$ cat src/rtl/divisor_secuencial_pkg.sv
// Shared arithmetic-unit definitions: divider FSM states, default operand width
// and the 4-bit carry-lookahead helper equations used by the trial subtractor.
package divisor_secuencial_pkg;

  localparam int DEF_WIDTH = 8;

  typedef enum logic [1:0] {
    DIV_IDLE = 2'd0,
    DIV_RUN  = 2'd1,
    DIV_FIN  = 2'd2
  } div_state_t;

  // Carry into bit idx of a 4-bit group, flattened two-level lookahead form.
  function automatic logic cla_carry(input logic [2:0] g, input logic [2:0] p,
                                     input logic cin, input logic [1:0] idx);
    logic [3:0] c;
    c[0] = cin;
    c[1] = g[0] | (p[0] & cin);
    c[2] = g[1] | (p[1] & g[0]) | (p[1] & p[0] & cin);
    c[3] = g[2] | (p[2] & g[1]) | (p[2] & p[1] & g[0]) | (p[2] & p[1] & p[0] & cin);
    return c[idx];
  endfunction

  // Group generate / propagate, returned as {G, P}.
  function automatic logic [1:0] cla_block_gp(input logic [3:0] g, input logic [3:0] p);
    logic gg;
    gg = g[3] | (p[3] & g[2]) | (p[3] & p[2] & g[1]) | (p[3] & p[2] & p[1] & g[0]);
    return {gg, &p};
  endfunction

endpackage

$ cat src/rtl/divisor_secuencial_cla_restador.sv
// N-bit unsigned subtractor a - b as a + ~b + 1 using 4-bit lookahead groups
// chained through group G/P; combinational, borrow is the inverted carry-out.
module cla_restador
  import divisor_secuencial_pkg::*;
#(
  parameter int N = DEF_WIDTH + 1
) (
  input  logic [N-1:0] a,
  input  logic [N-1:0] b,
  output logic [N-1:0] diff,
  output logic         borrow
);

  localparam int NB = (N + 3) / 4;
  localparam int P  = 4 * NB;

  logic [P-1:0] a_ext, nb_ext, g, p;
  logic [NB:0]  cblk;

  // Both operands zero-extended to whole groups so the final carry is a true borrow.
  assign a_ext   = P'(a);
  assign nb_ext  = ~P'(b);
  assign g       = a_ext & nb_ext;
  assign p       = a_ext ^ nb_ext;
  assign cblk[0] = 1'b1;

  for (genvar k = 0; k < NB; k++) begin : g_blk
    logic [1:0] gp;
    assign gp        = cla_block_gp(g[4*k +: 4], p[4*k +: 4]);
    assign cblk[k+1] = gp[1] | (gp[0] & cblk[k]);
  end

  for (genvar i = 0; i < N; i++) begin : g_sum
    assign diff[i] = p[i] ^ cla_carry(g[4*(i/4) +: 3], p[4*(i/4) +: 3], cblk[i/4], 2'(i % 4));
  end

  assign borrow = ~cblk[NB];

endmodule

$ cat src/rtl/divisor_secuencial.sv
// Sequential unsigned restoring divider (A/Q/M registers), one quotient bit per clock.
// start sampled in IDLE; done pulses WIDTH+1 cycles later (2 for divide-by-zero).
module divisor_secuencial
  import divisor_secuencial_pkg::*;
#(
  parameter int WIDTH = DEF_WIDTH,
  parameter int CNT_W = 4
) (
  input  logic             clk,
  input  logic             rst_n,
  input  logic             start,
  input  logic [WIDTH-1:0] dividend,
  input  logic [WIDTH-1:0] divisor,
  output logic             busy,
  output logic             done,
  output logic [WIDTH-1:0] quotient,
  output logic [WIDTH-1:0] remainder,
  output logic             div_by_zero
);

  div_state_t       state, state_n;
  logic [WIDTH-1:0] a_q, a_n, q_q, q_n, m_q, m_n;
  logic [CNT_W-1:0] cnt, cnt_n;
  logic             busy_n, done_n, dbz_n;
  logic [WIDTH-1:0] quo_n, rem_n;

  logic             idle, borrow, restore;
  logic [WIDTH:0]   sub_a, sub_b, trial;
  logic [WIDTH-2:0] q_low;
  logic [WIDTH-1:0] a_iter, q_iter;

  // The accepting IDLE edge already performs the first iteration on the raw
  // operands (A=0), so RUN needs only WIDTH-1 further cycles.
  assign idle  = (state == DIV_IDLE);
  assign sub_a = idle ? {{WIDTH{1'b0}}, dividend[WIDTH-1]} : {a_q, q_q[WIDTH-1]};
  assign sub_b = {1'b0, idle ? divisor : m_q};
  assign q_low = idle ? dividend[WIDTH-2:0] : q_q[WIDTH-2:0];

  cla_restador #(.N(WIDTH + 1)) u_sub (
    .a      (sub_a),
    .b      (sub_b),
    .diff   (trial),
    .borrow (borrow)
  );

  // Operands are zero-extended, so the difference MSB and the carry-out agree.
  assign restore = borrow | trial[WIDTH];
  assign a_iter  = restore ? sub_a[WIDTH-1:0] : trial[WIDTH-1:0];
  assign q_iter  = {q_low, ~restore};

  always_comb begin
    state_n = state;
    a_n     = a_q;
    q_n     = q_q;
    m_n     = m_q;
    cnt_n   = cnt;
    busy_n  = busy;
    done_n  = 1'b0;
    quo_n   = quotient;
    rem_n   = remainder;
    dbz_n   = div_by_zero;
    case (state)
      DIV_IDLE: begin
        if (start) begin
          cnt_n = '0;
          if (divisor == '0) begin
            a_n     = dividend;
            q_n     = '1;
            dbz_n   = 1'b1;
            state_n = DIV_FIN;
          end else begin
            a_n     = a_iter;
            q_n     = q_iter;
            m_n     = divisor;
            cnt_n   = CNT_W'(1);
            busy_n  = 1'b1;
            dbz_n   = 1'b0;
            state_n = DIV_RUN;
          end
        end
      end
      DIV_RUN: begin
        a_n   = a_iter;
        q_n   = q_iter;
        cnt_n = cnt + CNT_W'(1);
        if (cnt == CNT_W'(WIDTH - 1)) state_n = DIV_FIN;
      end
      DIV_FIN: begin
        quo_n   = q_q;
        rem_n   = a_q;
        done_n  = 1'b1;
        busy_n  = 1'b0;
        state_n = DIV_IDLE;
      end
      default: state_n = DIV_IDLE;
    endcase
  end

  always_ff @(posedge clk or negedge rst_n) begin
    if (!rst_n) begin
      state       <= DIV_IDLE;
      a_q         <= '0;
      q_q         <= '0;
      m_q         <= '0;
      cnt         <= '0;
      busy        <= 1'b0;
      done        <= 1'b0;
      quotient    <= '0;
      remainder   <= '0;
      div_by_zero <= 1'b0;
    end else begin
      state       <= state_n;
      a_q         <= a_n;
      q_q         <= q_n;
      m_q         <= m_n;
      cnt         <= cnt_n;
      busy        <= busy_n;
      done        <= done_n;
      quotient    <= quo_n;
      remainder   <= rem_n;
      div_by_zero <= dbz_n;
    end
  end

endmodule

$ cat config.mk
export PLATFORM = sky130hd
export DESIGN_NAME = divisor_secuencial
export DESIGN_NICKNAME = d
export VERILOG_FILES = /design/src/rtl/divisor_secuencial_pkg.sv /design/src/rtl/divisor_secuencial_cla_restador.sv /design/src/rtl/divisor_secuencial.sv
export SDC_FILE = /design/constraint.sdc
export NUM_CORES = 1
export LEC_CHECK = 0
export ABC_CLOCK_PERIOD_IN_PS = 3600
export BUFFER_PORTS_ARGS = -buffer_cell sky130_fd_sc_hd__buf_2
export CAP_MARGIN = 25
export CORE_UTILIZATION = 51
export DETAILED_ROUTE_END_ITERATION = 6
export GPL_ROUTABILITY_DRIVEN = 0
export PLACE_DENSITY = 0.77
export SETUP_SLACK_MARGIN = 0.05
export SLEW_MARGIN = 40
export SYNTH_ARGS = -nofsm -noshare
export SYNTH_HDL_FRONTEND = slang
export SYNTH_SLANG_ARGS = --single-unit
$ cat constraint.sdc
create_clock -name clk -period 3.6 [get_ports clk]
set_input_delay 0 -clock clk [delete_from_list [all_inputs] [get_ports clk]]
set_output_delay 0 -clock clk [all_outputs]
set_load 0.02 [all_outputs]
; Word-level counts from Yosys, hierarchy flattened
; Cells that the tools add are included.
; Widths: inputs -> output; s select.
[totals]
regBits = 49
latchBits = 0
mem_bits_rw = 0
romBits = 0
in_bits = 19
out_inout_bits = 19
memories = 0
[classes]
add_sub_neg = 1
multipliers = 0
n_div = 0
n_lt_le_gt_ge = 0
n_eq_ne = 6
shifts = 0
mux = 22
bitwise_logic = 72
n_reduce_logical = 12
[op_table]
columns = operator, count
row1 = $mux 8, 6
row2 = $and 1x1->1, 32
row3 = $pmux 8 s2, 2
row4 = $or 1x1->1, 25
row5 = $and 9x12->12, 1
row6 = $not 8->12, 1
row7 = $reduce_and 4->1, 3
row8 = $xor 9x12->12, 1
row9 = $mux 9, 1
row10 = $logic_not 8->1, 1
row11 = $pmux 4 s2, 1
row12 = $xor 1x1->1, 8
row13 = $mux 7, 1
row14 = $mux 2, 3
row15 = $ne 2x2->1 const B, 3
row16 = $reduce_and 2->1, 3
row17 = $reduce_and 3->1, 2
row18 = $mux 1, 5
row19 = $add 4x1->4 const B, 1
row20 = $eq 4x3->1 const B, 1
row21 = $mux 4, 1
row22 = $not 1->1, 4
row23 = $pmux 2 s2, 1
row24 = $reduce_bool 2->1, 2
row25 = 4 further kinds, 4

; Longest topological paths before layout
; Gate-level depths: netlist of the first run.
[depth]
depth_word = 19
mapped_depth = 13

; Hierarchy
; A second synthesis of the first run with hierarchy kept.
[unflattened]
hier_cells = 268
area_unflattened_um2 = 2715.1
[modules_own_cells]
columns = mod, instances, cells_each, area_each_um2, seq_area_each_um2
row1 = divisor_secuencial, 1, 221, 2347.3, 1226.2
row2 = cla_restador, 1, 47, 367.9, 0.0

; Worst setup path after synthesis of the first run
; OpenSTA, ideal clock, no wires.
[synth_timing]
kind = reg-to-reg
startpoint = register state[1]
endpoint = register a_q[0]
arrival_time_ps = 3324
t_required_ps = 3523
slack_ps = 199
stages_incl_launch_ff = 13
n_path_buf = 2
cell_sequence = dfrtp_1 clkbuf_1 inv_1 nand2_1 clkbuf_1 mux2i_1 ha_1 o21a_1 o22a_2 a221oi_4 xor2_4 mux2_1 a21oi_1
[synth_between]
elab_chain_cells = 19
word_cells_on_any_way = 44
cone_classes = eq/ne: 2 / mux: 6 / bitwise: 30 / reduce/logical: 6
[synth_rtl]
columns = element, line_no
row1 = "start, declared", divisor_secuencial.sv:21  ; div_state_t state, state_n;
row2 = "start signal, assigned", divisor_secuencial.sv:112  ; state <= state_n;
row3 = $logic_not 2->1, "divisor_secuencial.sv:34, divisor_secuencial.sv:62"
row4 = $mux 8, divisor_secuencial.sv:36  ; assign sub_b = {1'b0, idle ? divisor : m_q};
row5 = $not 8->12, divisor_secuencial_cla_restador.sv:22  ; assign nb_ext = ~P'(b);
row6 = $xor 9x12->12 / $and 9x12->12 (equally long branches), "divisor_secuencial_cla_restador.sv:24, divisor_secuencial_cla_restador.sv:23"
row7 = $and 1x1->1, divisor_secuencial_pkg.sv:27  ; gg = g[3] | (p[3] & g[2]) | (p[3] & p[2] & g[1]) | (p[3] & p[2] & p[1] & g[0]);
row8 = $or 1x1->1 / $and 1x1->1 (equally long branches) (2 in a row), divisor_secuencial_pkg.sv:27
row9 = $or 1x1->1, divisor_secuencial_pkg.sv:27
row10 = $or 1x1->1, divisor_secuencial_cla_restador.sv:30  ; assign cblk[k+1] = gp[1] | (gp[0] & cblk[k]);
row11 = [... 2 more ...], n/a
row12 = $and 1x1->1, divisor_secuencial_cla_restador.sv:30
row13 = $or 1x1->1, divisor_secuencial_cla_restador.sv:30
row14 = $not 1->1, divisor_secuencial_cla_restador.sv:37  ; assign borrow = ~cblk[NB];
row15 = $or 1x1->1, divisor_secuencial.sv:47  ; assign restore = borrow | trial[WIDTH];
row16 = $mux 8, divisor_secuencial.sv:48  ; assign a_iter = restore ? sub_a[WIDTH-1:0] : trial[WIDTH-1:0];
row17 = $mux 8, divisor_secuencial.sv:66  ; if (divisor == '0) begin
row18 = $mux 8, divisor_secuencial.sv:64  ; if (start) begin
row19 = $pmux 8 s2, divisor_secuencial.sv:62  ; case (state)
row20 = "end signal, assigned", divisor_secuencial.sv:113  ; a_q <= a_n;
row21 = "end, declared", divisor_secuencial.sv:22  ; logic [WIDTH-1:0] a_q, a_n, q_q, q_n, m_q, m_n;
; Parallel ways exist; a longest one is shown, timed or not. The select of a mux whose other input is x is not followed.
; A chain may end at the register's enable or synchronous reset.

; Final worst setup path of the first run
[layout_timing]
startpoint = register state[0]
endpoint = register a_q[4]
; Same word-level chain as after synthesis.

==> qor.csv, run 1 <==
stage,metric,value,unit
critical_path,ff2ff_setup_slack,0.25,ns
cts,cts-root-buf,clkbuf_8,
critical_path,r2r_cells,11,
routing,firstDrtPassIters,5,
synth,ys_top_cells_by_count,"nand2_1, dfrtp_1, nor2_1",
power,pwr-share-seq,29.9,%
timing,drv_slew,0,
run_status,outcome,"finished, final reports clean",
global_routing,grt_usage,24.6,%
power,comb_power_share,58.0,%
floorplanning,io_pins,38,
critical_path,startpoint,state[0],
final_layout,num_antenna_cells,0,
critical_path,cp.required,3.79,ns
timing,fin_tns_setup,0,ns
power,peakVddDrop,0.000573,V
placed_design,dp_hpwl,4400,um
final_layout,layout-drive-gt1-share,19.7,%
global_routing,overflow,0,
final_layout,area_delta_synth_final,21.5,%
timing,grt_setup_unrepaired,no,
global_routing,grt_pass1_vias,2176,
global_routing,grt_pass1_wl,10200,um
routing,wl_met2,3030,um
floorplanning,die_area,5550,sq um
critical_path,rr_startpoint,state[0],
timing,fin_skew,0.00746,ns
floorplanning,initial_core_util,52.8,%
cts,clk_latency,0.31,ns
timing,finalSetupViolations,0,
synth,ys_seq_area_share,45.8,%
routing,drcViolationCount,0,
power,p_sw_share,43.6,%
routing,vias_per_cell,5.49,
routing,highest_layer,met4,
synth,synth_ff_type,dfrtp_1,
synth,synth_cells,287,
routing,wl_per_cell,15.1,um
floorplanning,fp.dieH,74.5,um
timing,hold_slack,0.0872,ns
power,p_per_area,1060,nW/um^2
final_layout,nFillCells,465,
synth,synth_top_area_share,45.8,%
synth,synth_top_area_cell,dfrtp_1,
critical_path,startpoint_type,register,
timing,fin_crit,3.35,ns
floorplanning,die_w,74.5,um
timing,min_period_over_period,93.1,%
cts,clk_path_buf_depth,2,
synth,synth-edff-count,0,
global_routing,grt_max_degree,50,
routing,vias,2279,
final_layout,fin_nets,374,
timing,slew_headroom,44.4,%
critical_path,cp.arrival,3.54,ns
routing,route.met3.wl,285,um
synth,syn_area_per_cell,9.33,sq um
synth,async_reset_ff_share,100,%
critical_path,cp-endpoint,a_q[4],
cts,numCtsBuffers,5,
placed_design,dpl-instance-area,2960,sq um
power,power_switching,1.50,mW
routing,drt-initial-drc-count,145,
floorplanning,num_rows,26,
timing,clock.fmax,298,MHz
floorplanning,core_area,5070,sq um
routing,drt_wl_total,6280,um
cts,htreeDepth,2,
cts,tritoncts,done,
routing,ant_nets,0,
flow_run,cap_violations,0,
power,p_int,1.94,mW
synth,synthMostInstantiatedCell,nand2_1,
final_layout,fin_area,3250,sq um
synth,netlist_area,2680,sq um
power,power.leakage,1.60,nW
critical_path,crit_path_max_fanout,20,
power,clockPowerShare,12.1,%
placed_design,portBuffers,37,
cts,clk_pin_slew,0.10,ns
timing,worst_pin_slew,0.830,ns
synth,synthTopCellsByArea,"dfrtp_1, nand2_1, ha_1",
synth,synth_nets,317,
critical_path,r2r_end,a_q[4],
hold_path,worstHoldPathType,in2reg,
critical_path,crit_type,reg2reg,
synth,ys_seq_elements,49,
routing,met1_length,2890,um
synth,ys_types,43,
hold_path,min_from,dividend[7],
synth,synth_warnings,0,
critical_path,crit_path_end_kind,register,
cts,clkSinkCount,49,
timing,hold_viol_final,0,
global_routing,antenna_found_initial,0,
-- worst min path at each step --
stage,cells after the start,to
after floorplan,0,a_q[0]
after global placement,1,quotient[2]
after detailed placement,1,quotient[3]
after CTS,4,a_q[7]
after global routing,4,a_q[7]
final,4,a_q[7]
-- layout by cell type, fill, tap and decap left out, types with 8 or more instances in the layout --
cell	instances
mux2_2	9
nor2_1	17
dlygate4sd3_1	17
mux2i_1	11
o21ai_0	9
buf_2	36
ha_1	10
nand2_1	76
a21oi_1	10
nand3_1	10
dfrtp_1	49
inv_1	9
a31oi_1	8
-- per-layer routing --
metal | global-route usage, % | vias to the layer above
met1 | 31.7 | 1078
met5 | 0 | -
met2 | 41.8 | 69
met3 | 3.93 | 7
met4 | 8.60 | 0
li1 | - | 1125
-- metrics by stage --
stage               util [%]  power [mW]  worst slack (ns)  instances
detailed placement      58.4        3.00             0.309        390
CTS                     64.1        3.44             0.222        415
global placement        58.3        2.93             0.350        390
global route            64.1        3.73            0.0526        415
finish                  64.1        3.45             0.250        415
floorplan                  -        2.52             0.199        287
-- worst max-delay path: stages (launching register included) --
cell	delay (ns)
dfrtp_1	0.48
inv_1	0.17
nand2_1	0.08
buf_4	0.22
and2_1	0.19
ha_1	0.20
or3_1	0.37
o22a_2	0.26
a221oi_4	0.45
xor2_4	0.33
mux2i_1	0.13
a221o_1	0.33
-- registers in the layout (all words and copies together) (netlist names) --
register,count
div_by_zero,1
remainder,8
cnt,4
a_q,8
done,1
quotient,8
m_q,8
state,2
q_q,8
busy,1
-- power by group through the flow --
stage	sequential (mW)	combinational, mW	clock (mW)
2_1_floorplan	1.09	1.43	0
3_3_place_gp	1.03	1.90	0
3_5_place_dp	1.04	1.96	0
4_1_cts	1.03	1.99	0.423
5_1_grt	1.06	2.21	0.446
6_report	1.03	2.00	0.418
-- cell type report --
type / count / area, sq um / share of cell area (%)
clock buffers: 6 / 82.6 / 2.54
clock inverters: 2 / 37.5 / 1.15
inverters: 10 / 37.5 / 1.15
multi-input cells: 218 / 1380 / 42.4
flip-flops and latches: 49 / 1230 / 37.7
well taps: 70 / 87.6 / 2.69
repair buffers: 60 / 403 / 12.4
-- repair_timing --
item                                    4_1_cts  5_1_grt
endpoints found under the setup margin        0        2
endpoints found under the hold margin        65        0
hold buffers                                 17        0
buffers inserted                              0        0
gates resized for setup                       0        1
-- cells by family after synthesis --
family / count (synthesis) / share of synthesized area (%)
fa+ha+maj: 11 / 5.42
xor+xnor: 7 / 2.99
mux: 21 / 8.31
compound gates: 51 / 14.1
simple gates: 128 / 20.6
buf+inv: 20 / 2.80
flops: 49 / 45.8
Power figures use the tool's default switching activity.
==> run 2, diff against run 1 <==
--- a/config.mk
+++ b/config.mk
@@ -12,6 +12,7 @@
 export DETAILED_ROUTE_END_ITERATION = 6
 export GPL_ROUTABILITY_DRIVEN = 0
 export PLACE_DENSITY = 0.77
+export REMOVE_ABC_BUFFERS = 1
 export SETUP_SLACK_MARGIN = 0.05
 export SLEW_MARGIN = 40
 export SYNTH_ARGS = -nofsm -noshare
==> run 2 against run 1 <==
Against the previous run:
- cell count shrank 0.48%
- sequential power about the same
- first-iteration DRC count shrank 4.8%
- die area did not move
- clock-buffer cell count is the same
- global-route usage fell by 1.4 points
- hold slack got worse by 0.075 ns
- critical path depth is the same
- clock power fell by 22%
- clock skew is 0.0011 ns lower
- worst setup slack improved by 0.049 ns
- sequential share of layout area up 0.58 points
==> qor.csv, run 2 (synthesized netlist as in run 1, its figures left out) <==
stage,metric,value,unit,change
run_status,outcome,"finished, final reports clean",,
timing,fin_tns_setup,0,ns,unchanged
critical_path,r2r_end,a_q[4],,
global_routing,antenna_found_initial,0,,unchanged
cts,clkSinkCount,49,,unchanged
critical_path,rr_startpoint,state[0],,
critical_path,ff2ff_setup_slack,0.30,ns,+0.05 ns
floorplanning,initial_core_util,52.8,%,unchanged
placed_design,dpl-instance-area,2950,sq um,-0.25%
cts,numCtsBuffers,5,,unchanged
timing,hold_slack,0.0118,ns,-0.0754 ns
critical_path,cp_top_family,compound AO/OA/AOI/OAI gates,,
floorplanning,fp.dieH,74.5,um,unchanged
final_layout,final_cell_mix,"nand2_1, dfrtp_1, buf_2",,
critical_path,r2r_cells,11,,unchanged
critical_path,crit_top_cell,mux2i_1,,
cts,clk_pin_slew,0.09,ns,about the same
timing,finalSetupViolations,0,,unchanged
hold_path,worstHoldPathType,in2reg,,
critical_path,slowest_delay,0.50,ns,+0.02 ns
final_layout,area_delta_synth_final,19.8,%,
critical_path,cp.arrival,3.49,ns,-0.05 ns
placed_design,dp_hpwl,4200,um,-4.5%
routing,vias_per_cell,5.43,,-1.1%
critical_path,slowest_stage,dfrtp_1,,
critical_path,crit_type,reg2reg,,
routing,drcViolationCount,0,,unchanged
routing,drt-initial-drc-count,138,,-4.8%
floorplanning,die_w,74.5,um,unchanged
critical_path,startpoint_type,register,,
critical_path,cp.required,3.79,ns,about the same
cts,cts_setup_buffers,0,,unchanged
global_routing,grt_pass1_wl,9850,um,-3.1%
global_routing,grt_max_degree,50,,unchanged
critical_path,crit_path_max_fanout,10,,-50%
routing,vias,2244,,-1.5%
routing,ant_nets,0,,unchanged
floorplanning,io_pins,38,,unchanged
critical_path,path_buf_inv,2,,unchanged
power,power.leakage,1.57,nW,-1.8%
routing,wl_per_cell,14.4,um,-5.1%
timing,drv_slew,0,,unchanged
cts,tritoncts,done,,
global_routing,overflow,0,,unchanged
final_layout,instances_no_fill,413,,-0.48%
cts,cts-root-buf,clkbuf_8,,
routing,firstDrtPassIters,4,,-1
timing,worst_pin_slew,0.652,ns,-0.179 ns
timing,worst_slack,0.299,ns,+0.0488 ns
critical_path,crit_path_end_kind,register,,
critical_path,crit_chain,inv_1 -> nand2_2 -> buf_4 -> mux2i_1 -> ha_1 -> a21oi_1 -> o21bai_1 -> a221oi_4 -> xor2_4 -> mux2i_1 -> a221o_1,,
cts,htreeDepth,2,,unchanged
timing,slew_headroom,56.4,%,+12 points
timing,grt_setup_unrepaired,no,,
floorplanning,die_area,5550,sq um,unchanged
cts,clk_latency,0.30,ns,about the same
hold_path,hold-path-cell-count,3,,-1
cts,clk_path_buf_depth,2,,unchanged
critical_path,startpoint,state[0],,
placed_design,dp_slack,0.190,ns,-0.118 ns
global_routing,grt_pass1_vias,2108,,-3.1%
floorplanning,num_rows,26,,unchanged
final_layout,layout_commonest_cell,nand2_1,,
flow_run,cap_violations,0,,unchanged
power,peakVddDrop,0.000585,V,+2.1%
floorplanning,core_area,5070,sq um,unchanged
timing,fin_skew,0.00641,ns,-0.00106 ns
power,p_per_area,1040,nW/um^2,-1.7%
final_layout,nFillCells,449,,-3.4%
placed_design,dp.cells,389,,-0.26%
hold_path,hold-path-endpoint,div_by_zero,,
hold_path,min_from,start,,
final_layout,layout-drive-gt1-share,19.8,%,+0.11 points
critical_path,cp.depth,11,,unchanged
power,power,3.34,mW,-3.1%
final_layout,fin_area,3210,sq um,-1.4%
timing,min_period_over_period,91.7,%,-1.4 points
final_layout,num_antenna_cells,0,,unchanged
final_layout,fin_nets,372,,-0.53%
placed_design,portBuffers,37,,unchanged
global_routing,grt_usage,23.2,%,-1.4 points
timing,fin_crit,3.30,ns,-0.0488 ns
timing,hold_viol_final,0,,unchanged
final_layout,final_util,63.2,%,-0.91 points
routing,drt_wl_total,5930,um,-5.5%
timing,clock.fmax,303,MHz,+1.5%
## run 2: cell types whose count changed in the layout (fill, tap and decap cells not counted), sizes merged
cell and change:
buf -1, bufinv -1, clkinvlp +1, dlygate4sd3 -1
## run 2: routing by layer
metal	global-route usage, %	part of all wire [%]
met4	6.29	1.0
met5	0	0
met2	37.7	47
met3	4.47	4.1
met1	31.6	48
## run 2: how the worst max path moves through the flow
stage,end,slack [ns]
finish,a_q[4],0.30
floorplan,a_q[0],0.26
detailed placement,a_q[4],0.19
global placement,a_q[0],0.33
CTS,a_q[4],0.18
global route,a_q[4],0.06
## run 2: timing repair
| action | in CTS | in global routing |
|---|---|---|
| setup endpoints to repair | 0 | 5 |
| hold endpoints to repair | 65 | 0 |
| gates resized for setup | 0 | 2 |
| hold buffers | 16 | 0 |
## run 2: final cells by class
type / instances / area, sq um / area share [%]
flip-flops and latches: 49 / 1230 / 38.3
clock buffers: 6 / 72.6 / 2.26
clock inverters: 2 / 15.0 / 0.468
multi-input cells: 218 / 1380 / 43.1
inverters: 10 / 37.5 / 1.17
repair buffers: 58 / 385 / 12.0
well taps: 70 / 87.6 / 2.73
## run 2: worst min-delay path, stage by stage
cell and delay [ns]:
buf_2 0.13, nand2_1 0.07, o21ai_0 0.07
## run 2: report_power, final
group / leakage [nW] / internal [mW] / switching (mW) / total [mW]
registers: 0.598 / 0.823 / 0.208 / 1.03
clock network: 0.0374 / 0.137 / 0.191 / 0.328
logic: 0.937 / 0.888 / 1.09 / 1.98
total: 1.57 / 1.85 / 1.49 / 3.34
